## src/rtl/gfx_pkg.sv

```systemverilog
// Shared graphics types: FIFO coordinate layout, default resolution, plotter FSM states.
package gfx_pkg;

  typedef logic [8:0] coord_t;

  typedef struct packed {
    coord_t x;
    coord_t y;
  } pix_coord_t;

  localparam int DEF_H_RES = 320;
  localparam int DEF_V_RES = 240;

  typedef enum logic [2:0] {
    ST_IDLE,
    ST_LATCH,
    ST_CHECK,
    ST_READ,
    ST_WAITQ,
    ST_CALC,
    ST_WRITE,
    ST_FINISH
  } plot_state_t;

endpackage

```

## src/rtl/plot_addr_calc.sv

```systemverilog
// Combinational {x,y} -> linear framebuffer address, plus visible-area check.
// The range check is only real when PLOT_CLIP_EN is defined; otherwise in_range is 1.
module plot_addr_calc
  import gfx_pkg::*;
#(
  parameter int H_RES  = DEF_H_RES,
  parameter int V_RES  = DEF_V_RES,
  parameter int ADDR_W = 17
) (
  input  coord_t            i_x,
  input  coord_t            i_y,
  output logic [ADDR_W-1:0] o_addr,
  output logic              o_in_range
);

  logic [17:0] w_lin;

  // The framebuffer must hold the whole visible area.
  if (H_RES * V_RES > (1 << ADDR_W)) begin : g_bad_size
    $error("plot_addr_calc: H_RES*V_RES exceeds 2**ADDR_W");
  end

  always_comb begin
    w_lin  = 18'(i_y) * 18'(H_RES) + 18'(i_x);
    o_addr = w_lin[ADDR_W-1:0];
`ifdef PLOT_CLIP_EN
    o_in_range = (int'(i_x) < H_RES) && (int'(i_y) < V_RES);
`else
    o_in_range = 1'b1;
`endif
  end

endmodule

```

## src/rtl/line_pixel_plotter.sv

```systemverilog
// Drains the rasterizer coordinate FIFO after each line and issues one handshaked
// framebuffer write per pixel. Define PLOT_CLIP_EN to drop off-screen pixels.
module line_pixel_plotter
  import gfx_pkg::*;
#(
  parameter int H_RES   = DEF_H_RES,
  parameter int V_RES   = DEF_V_RES,
  parameter int COLOR_W = 8,
  parameter int ADDR_W  = 17
) (
  input  logic               CLOCK_50,
  input  logic               RESET_N,
  input  logic               line_done,
  input  logic [8:0]         fifo_count,
  input  logic [17:0]        fifo_q,
  output logic               fifo_rdreq,
  input  logic [COLOR_W-1:0] color,
  output logic [ADDR_W-1:0]  fb_addr,
  output logic [COLOR_W-1:0] fb_data,
  output logic               fb_we,
  input  logic               fb_ack,
  output logic               busy,
  output logic               plot_done,
  output logic [8:0]         clip_count
);

  plot_state_t        r_state;
  plot_state_t        w_state_next;
  logic               r_line_done_q;
  logic [8:0]         r_remaining;
  logic [COLOR_W-1:0] r_col;
  coord_t             r_x;
  coord_t             r_y;
  logic [ADDR_W-1:0]  r_addr;
  logic [ADDR_W-1:0]  w_addr;
  logic               w_in_range;
  logic               w_start_edge;
  pix_coord_t         w_pix;

  assign w_pix        = fifo_q;
  assign w_start_edge = line_done & ~r_line_done_q;

  plot_addr_calc #(
    .H_RES  (H_RES),
    .V_RES  (V_RES),
    .ADDR_W (ADDR_W)
  ) u_addr_calc (
    .i_x        (r_x),
    .i_y        (r_y),
    .o_addr     (w_addr),
    .o_in_range (w_in_range)
  );

  always_comb begin
    w_state_next = r_state;
    case (r_state)
      ST_IDLE:   if (w_start_edge) w_state_next = ST_LATCH;
      ST_LATCH:  w_state_next = ST_CHECK;
      ST_CHECK:  w_state_next = (r_remaining == 9'd0) ? ST_FINISH : ST_READ;
      ST_READ:   w_state_next = ST_WAITQ;
      ST_WAITQ:  w_state_next = ST_CALC;
      ST_CALC:   w_state_next = w_in_range ? ST_WRITE : ST_CHECK;
      ST_WRITE:  if (fb_ack) w_state_next = ST_CHECK;
      ST_FINISH: w_state_next = ST_IDLE;
      default:   w_state_next = ST_IDLE;
    endcase
  end

  always_ff @(posedge CLOCK_50) begin
    if (!RESET_N) begin
      r_state       <= ST_IDLE;
      r_line_done_q <= 1'b0;
      r_remaining   <= '0;
      r_col         <= '0;
      r_x           <= '0;
      r_y           <= '0;
      r_addr        <= '0;
    end else begin
      r_state       <= w_state_next;
      r_line_done_q <= line_done;
      case (r_state)
        ST_LATCH: begin
          r_remaining <= fifo_count;
          r_col       <= color;
        end
        ST_READ:  r_remaining <= r_remaining - 9'd1;
        ST_WAITQ: begin
          r_x <= w_pix.x;
          r_y <= w_pix.y;
        end
        ST_CALC:  r_addr <= w_addr;
        default:  ;
      endcase
    end
  end

`ifdef PLOT_CLIP_EN
  logic [8:0] r_clip_count;

  // Saturating count of discarded pixels, cleared when a new line is latched.
  always_ff @(posedge CLOCK_50) begin
    if (!RESET_N) begin
      r_clip_count <= '0;
    end else if (r_state == ST_LATCH) begin
      r_clip_count <= '0;
    end else if (r_state == ST_CALC && !w_in_range && r_clip_count != 9'd511) begin
      r_clip_count <= r_clip_count + 9'd1;
    end
  end

  assign clip_count = r_clip_count;
`else
  assign clip_count = '0;
`endif

  assign fifo_rdreq = (r_state == ST_READ);
  assign fb_we      = (r_state == ST_WRITE);
  assign plot_done  = (r_state == ST_FINISH);
  assign busy       = (r_state != ST_IDLE);
  assign fb_addr    = r_addr;
  assign fb_data    = r_col;

endmodule

```

## config.mk

```make
export PLATFORM = sky130hd
export DESIGN_NAME = line_pixel_plotter
export DESIGN_NICKNAME = d
export VERILOG_FILES = /design/src/rtl/gfx_pkg.sv /design/src/rtl/plot_addr_calc.sv /design/src/rtl/line_pixel_plotter.sv
export SDC_FILE = /design/constraint.sdc
export NUM_CORES = 1
export LEC_CHECK = 0
export ABC_AREA = 1
export CAP_MARGIN = 20
export CORE_MARGIN = 2
export CORE_UTILIZATION = 45
export CTS_CLUSTER_SIZE = 12
export DETAILED_ROUTE_END_ITERATION = 10
export PLACE_DENSITY = 0.75
export SLEW_MARGIN = 20
export SYNTH_ARGS = -nofsm -noshare
export SYNTH_HDL_FRONTEND = slang
export SYNTH_HIERARCHICAL = 1
export SYNTH_SLANG_ARGS = --single-unit
```

## constraint.sdc

```tcl
create_clock -name CLOCK_50 -period 2.3 [get_ports CLOCK_50]
set_clock_uncertainty 0.1 [all_clocks]
set_input_delay 0.46 -clock CLOCK_50 [delete_from_list [all_inputs] [get_ports CLOCK_50]]
set_output_delay 0.46 -clock CLOCK_50 [all_outputs]
set_load 0.05 [all_outputs]
```

---- Word level (Yosys, flattened, before mapping) ----
Cells that the tools add are included.
storage, ports and cells
  flip-flop bits (word level) ............. 56
  input bits .............................. 39
  word-level logic and storage cells ...... 31
cells by class
  add/subtract/negate cells ............... 2
  multipliers ............................. 1
  equal/unequal tests ..................... 9
  multiplexer cells ....................... 5
  bitwise gates (word level) .............. 2
  reduce and logical (&&, ||, !) cells .... 5
operators by type and width
  kind                    count
  $pmux W3 S8             1
  $pmux W9 S2             1
  $add A17 B9 Y17         1
  $eq A3 B3 Y1 const B    4
  $mul A9 B3 Y11 const B  1
  $logic_not A9 Y1        1
  $mux W3                 3
  $sub A9 B1 Y9 const B   1
  $eq A3 B2 Y1 const B    2
  $eq A3 B1 Y1 const B    1
  $logic_not A3 Y1        1
  $reduce_bool A3 Y1      1
  $ne A2 B1 Y1 const B    1
  $ne A2 B2 Y1 const B    1
  $reduce_and A2 Y1       1
  $reduce_bool A2 Y1      1
  $and A1 B1 Y1           1
  $not A1 Y1              1

---- Depth between registers and ports, before layout ----
Gate-level depths: netlist of the first run.
  word-level depth ........................ 4
  mapped depth ............................ 15

---- Hierarchy ----
The synthesis of the first run kept the hierarchy.
by module, submodules not included
  module              instances  cells an instance  area an instance (sq um)  seq. area each (sq um)
  line_pixel_plotter  1          320                2338.5                    1121.1
  plot_addr_calc      1          129                830.8                     0.0

---- Least setup slack after synthesis of the first run ----
OpenSTA, ideal clock, no wires.
  path type ............................... reg-to-reg
  start ................................... register r_y[1]
  end ..................................... register r_addr[16] (netlist: fb_addr[16])
  setup time .............................. 0.116 ns
  data arrival time ....................... 2.102 ns
  data required time ...................... 2.084 ns
  path slack .............................. -0.018 ns
  stages on the path, launching flop included .. 16
  period minus slack after synthesis ...... 2.318 ns
  cells stage by stage .................... dfxtp_1 ha_1 ha_1 fa_1 nand2_1 inv_1 nor2_2 nand2_2 nor2_4 nand2_1 nor2_2 nand3_1 nand2_1 nand2_1 nor2_1 nor2_1
between the ends
  cells in the longest elaborated chain, start to end .. 2
RTL lines
  what                    RTL line                  RTL
  start, declared         line_pixel_plotter.sv:33  coord_t r_y;
  start signal, assigned  line_pixel_plotter.sv:89  r_y <= w_pix.y;
  $mul A9 B3 Y11          plot_addr_calc.sv:24      w_lin = 18'(i_y) * 18'(H_RES) + 18'(i_x);
  $add A17 B9 Y17         plot_addr_calc.sv:24
  named net w_addr[16]    line_pixel_plotter.sv:35  logic [ADDR_W-1:0] w_addr;
  end signal, assigned    line_pixel_plotter.sv:91  ST_CALC: r_addr <= w_addr;
  end, declared           line_pixel_plotter.sv:34  logic [ADDR_W-1:0] r_addr;
The timed path passes the listed nets, and every way through them passes these cells.
A chain may end at the register's enable or synchronous reset.

---- Worst setup path in the final report of the first run ----
  start ................................... register r_y[1]
  end ..................................... register r_addr[15] (netlist: fb_addr[15])
Same word-level chain as after synthesis.

==> run summary, run 1 <==
The total number of vias came out at 2968. In the synthesized netlist the dominant register cell turns out to be sky130_fd_sc_hd__dfxtp_1. The initial antenna violation count is 0. The core box area came out at between 0.006 and 0.007 mm^2. The count of routing violations after the opening detailed-route iteration came out at ~140. At the end of routability-driven placement, the weighted congestion stood at between 0.8 and 0.9.

Ranked by total cell area, the synthesized netlist is headed by sky130_fd_sc_hd__dfxtp_1 35%, sky130_fd_sc_hd__nor2_1 13%, sky130_fd_sc_hd__o21ai_0 7.6%. The worst slew slack as a fraction of its limit is a little under 60%. The number of flops mapped to enable cells by yosys is 0.

The number of warnings printed during yosys synthesis came out at 6. Counting along the longest clock path gives a buffer depth of 2. The sequential cell area fraction in the yosys report is around 35%. The maximum fanout along the worst path is 2.

The data required time at the worst endpoint is 2.42 ns. The instance count of the mapped netlist is between 400 and 500. The total area of sequential cells is around 0.0011 mm^2. The first global-routing pass estimated between 10 and 15 mm of wire.

The initial core utilization is between 40% and 50%. The die area came out at between 0.007 and 0.008 mm^2. The number of buffers added to fix hold violations after cts is 0. The total count of max-transition violations in the final report came out at 0.

TritonCTS built the clock tree. The share of the clock period used by the worst path is between 90% and 100%. The number of vias per cell after detailed routing came out at 4.87. The area of the mapped netlist came out at ~0.0032 mm^2.

The x dimension of the die is between 80 and 90 um. The setup path with the least slack is of type register to register. The async set or reset register ratio after synthesis is 0%.

For this design the total switching power over the nets is ~1.3 mW. In this run the static leakage power is about 1.9 nW. The area of the multi-input gates is 0.00178 mm^2. The flow ran to the end, and the final reports show no timing, DRC or antenna violations. The maximum level of the CTS H-tree came out at 2. The clock latency on the worst-skew pair came out at about 0.31 ns.

The number of primary I/O pins is just under 80. The switching share of total power is around two fifths. The actual transition at the worst max-transition pin is 0.613 ns. The sum of routed wire length over all layers is 7.19 mm. The maximum resistive drop on vdd is between 0.4 and 0.5 mV. Of the total power, the clock network draws 18.0%. Subtracting the final worst setup slack from the clock period gives roughly 2.2 ns. Across the run, the number of max-cap violations was 0. The fmax is around 450 MHz. The die span in y is 87.9 um. The post-route DRC violation count came out at 0.

The count of different cell masters after synthesis is 34. The signal arrival time at the worst endpoint is around 2.4 ns. The count of filler cells inserted in the layout came out at between 600 and 700. The total of buffers placed on input and output ports is 67. The routed length per instance came out at 11.8 um. The min-delay analysis places its worst path in the category register to register.

The final worst hold slack is around 0.38 ns. The number of diodes added for antenna fixing came out at 0. The pin count of the biggest net entering global routing is 37. The fraction of synthesized cell area taken by the top area cell type is between 30% and 40%.

The tree is rooted in a sky130_fd_sc_hd__clkbuf_8. The net count of the finished layout is between 500 and 600. The number of antenna-violating nets in the routed design is 0. The total count of hold-check failures in the final report is 0. The total power per unit cell area came out at ~780 mW/mm^2. The post-route netlist has about 14% of its cells at a drive strength greater than 1. CTS saw 56 sinks. Dividing the synthesized area by the synthesized cell count gives 7.06 um^2. The final instance count without filler cells came out at slightly above 600.

The area overhead of the layout relative to synthesis came out at 28.0%. The total internal power came out at between 1.5 and 2 mW. The initialized floorplan defines 30 standard-cell rows. The pre-antenna-repair detailed-routing pass consisted of 4 iterations. Sequential cells account for 39.0% of the total power. Once placement completed, the tool counted placed cells totaling around 600. The most instantiated library cell after synthesis is sky130_fd_sc_hd__nor2_1. The cell type with the highest aggregate area in the netlist is sky130_fd_sc_hd__dfxtp_1. The number of buffers added by the clock tree synthesis step came out at 5.

After layout, the design draws a total of around 3.2 mW. The clock-pin transition on the worst setup and hold timing paths came out at between 0.1 and 0.15 ns. Setup repair after global routing could not meet its margin everywhere.

The total global routing track utilization is 19.0%. Setup violations remaining at the end of the flow were counted as 0. The remaining global-route overflow is 0. The via count of the first global-routing pass came out at ~2900. STA classifies the critical path startpoint as a register.

The synthesis-stage register bit count is 56. By count the netlist is led by 110 x sky130_fd_sc_hd__nor2_1, 56 x sky130_fd_sc_hd__dfxtp_1, 56 x sky130_fd_sc_hd__nand2_1. Combinational logic is responsible for between 40% and 50% of the overall power. The worst setup path is captured at a register. The detailed placement HPWL came out at 5.30 mm.
-- cells by family (layout without fill, tap and decap cells) --
| group | Yosys count | in the layout | synth area share, % |
|---|---|---|---|
| other | 2 | 10 | 0.237 |
| AND/OR/NAND/NOR | 221 | 221 | 31.1 |
| adder cells (fa/ha/maj) | 20 | 20 | 8.37 |
| XOR/XNOR | 5 | 5 | 1.38 |
| flip-flops | 56 | 56 | 35.4 |
| buffers and inverters | 76 | 133 | 11.8 |
| AO/OA/AOI/OAI | 69 | 69 | 11.7 |
-- state kept, by name, indices dropped and copies added, names as in the netlist --
signal	count
fb_addr	17
fb_data	8
r_line_done_q	1
r_remaining	9
r_state	3
r_x	9
r_y	9
-- placed cells by master, fill, tap and decap left out, types with 2 or more instances in the layout --
master	instances
sky130_fd_sc_hd__nand3_1	21
sky130_fd_sc_hd__ha_4	4
sky130_fd_sc_hd__ha_1	13
sky130_fd_sc_hd__nand3_2	3
sky130_fd_sc_hd__nand2_4	4
sky130_fd_sc_hd__inv_6	2
sky130_fd_sc_hd__buf_4	13
sky130_fd_sc_hd__nand2_2	13
sky130_fd_sc_hd__a22oi_1	3
sky130_fd_sc_hd__o21ai_0	48
sky130_fd_sc_hd__conb_1	10
sky130_fd_sc_hd__dfxtp_2	4
sky130_fd_sc_hd__o21ai_1	2
sky130_fd_sc_hd__nor2_4	5
sky130_fd_sc_hd__clkbuf_8	5
sky130_fd_sc_hd__a21oi_2	2
sky130_fd_sc_hd__nand2_1	53
sky130_fd_sc_hd__dfxtp_1	52
sky130_fd_sc_hd__clkdlybuf4s50_1	63
sky130_fd_sc_hd__inv_2	10
sky130_fd_sc_hd__nor2_2	4
sky130_fd_sc_hd__xnor2_1	2
sky130_fd_sc_hd__nand4_1	3
sky130_fd_sc_hd__a21oi_1	9
sky130_fd_sc_hd__inv_1	37
sky130_fd_sc_hd__xor2_1	3
sky130_fd_sc_hd__nand3b_1	3
sky130_fd_sc_hd__nor2_1	110
-- power groups by stage --
stage | clock (mW) | combinational (mW) | sequential [mW]
finish | 0.570 | 1.37 | 1.24
CTS | 0.582 | 1.33 | 1.23
detailed placement | 0 | 1.31 | 1.25
global route | 0.627 | 1.51 | 1.26
global placement | 0 | 1.29 | 1.24
floorplan | 0 | 0.847 | 1.40
-- worst max-delay path, cell delays in order (launching register included) --
cell and delay, ns:
sky130_fd_sc_hd__dfxtp_2 0.35, sky130_fd_sc_hd__ha_4 0.24, sky130_fd_sc_hd__ha_4 0.16, sky130_fd_sc_hd__fa_2 0.56
sky130_fd_sc_hd__nand2_4 0.07, sky130_fd_sc_hd__inv_4 0.07, sky130_fd_sc_hd__nand2_4 0.05, sky130_fd_sc_hd__nor2_4 0.10
sky130_fd_sc_hd__nand3_2 0.09, sky130_fd_sc_hd__o21ai_1 0.14, sky130_fd_sc_hd__nand2_1 0.06, sky130_fd_sc_hd__nor2_1 0.10
sky130_fd_sc_hd__nor2_1 0.05
-- layout make-up --
type | instances | share of cell area [%]
repair buffers | 77 | 18.5
inverters | 48 | 4.50
flip-flops and latches | 56 | 27.8
clock inverters | 3 | 0.617
clock buffers | 5 | 1.70
well taps | 96 | 2.96
multi-input cells | 325 | 44.0
-- final timing paths --
path | startpoint | endpoint | slack (ns) | depth (start not counted)
worst max-delay path | r_y[1] | fb_addr[15] | 0.06 | 12
worst min-delay path | r_remaining[0] | r_remaining[0] | 0.38 | 1
worst max register to register | r_y[1] | fb_addr[15] | 0.06 | 12
worst min register to register | r_remaining[0] | r_remaining[0] | 0.38 | 1
-- through the flow --
step / area (um^2) / utilization (%) / setup slack, ns / TNS (ns)
finish: 4060 / 59.7 / 0.0552 / 0
global route: 4060 / 59.7 / -0.0449 / -0.0761
CTS: 3990 / 58.7 / 0.0232 / 0
detailed placement: 3870 / 56.9 / -0.0662 / -0.0936
global placement: 3870 / 56.9 / -0.00558 / -0.00558
floorplan: 3200 / - / 0.00138 / 0
-- metal layers --
metal  track usage (%)  part of all wire [%]  vias up
li1                  -                     -     1522
met1              21.5                    43     1367
met2              34.6                    49       73
met3              6.03                   6.7        6
met4              4.90                   1.1        0
met5                 0                     0        -
-- repair_timing --
action                     in CTS  in global routing
gates resized for setup         7                 15
pin swaps                       5                  6
setup buffers                   0                  1
setup endpoints to repair       3                  6
No activity file was read; power rests on OpenSTA's default activity.
==> inputs of run 2 (changes only) <==
- CAP_MARGIN: 20 -> not set
- CTS_CLUSTER_SIZE: 12 -> 30
- SLEW_MARGIN: 20 -> not set
==> results of run 2 <==
Same layout as run 1: the final DEF is identical, and so are final timing and power.
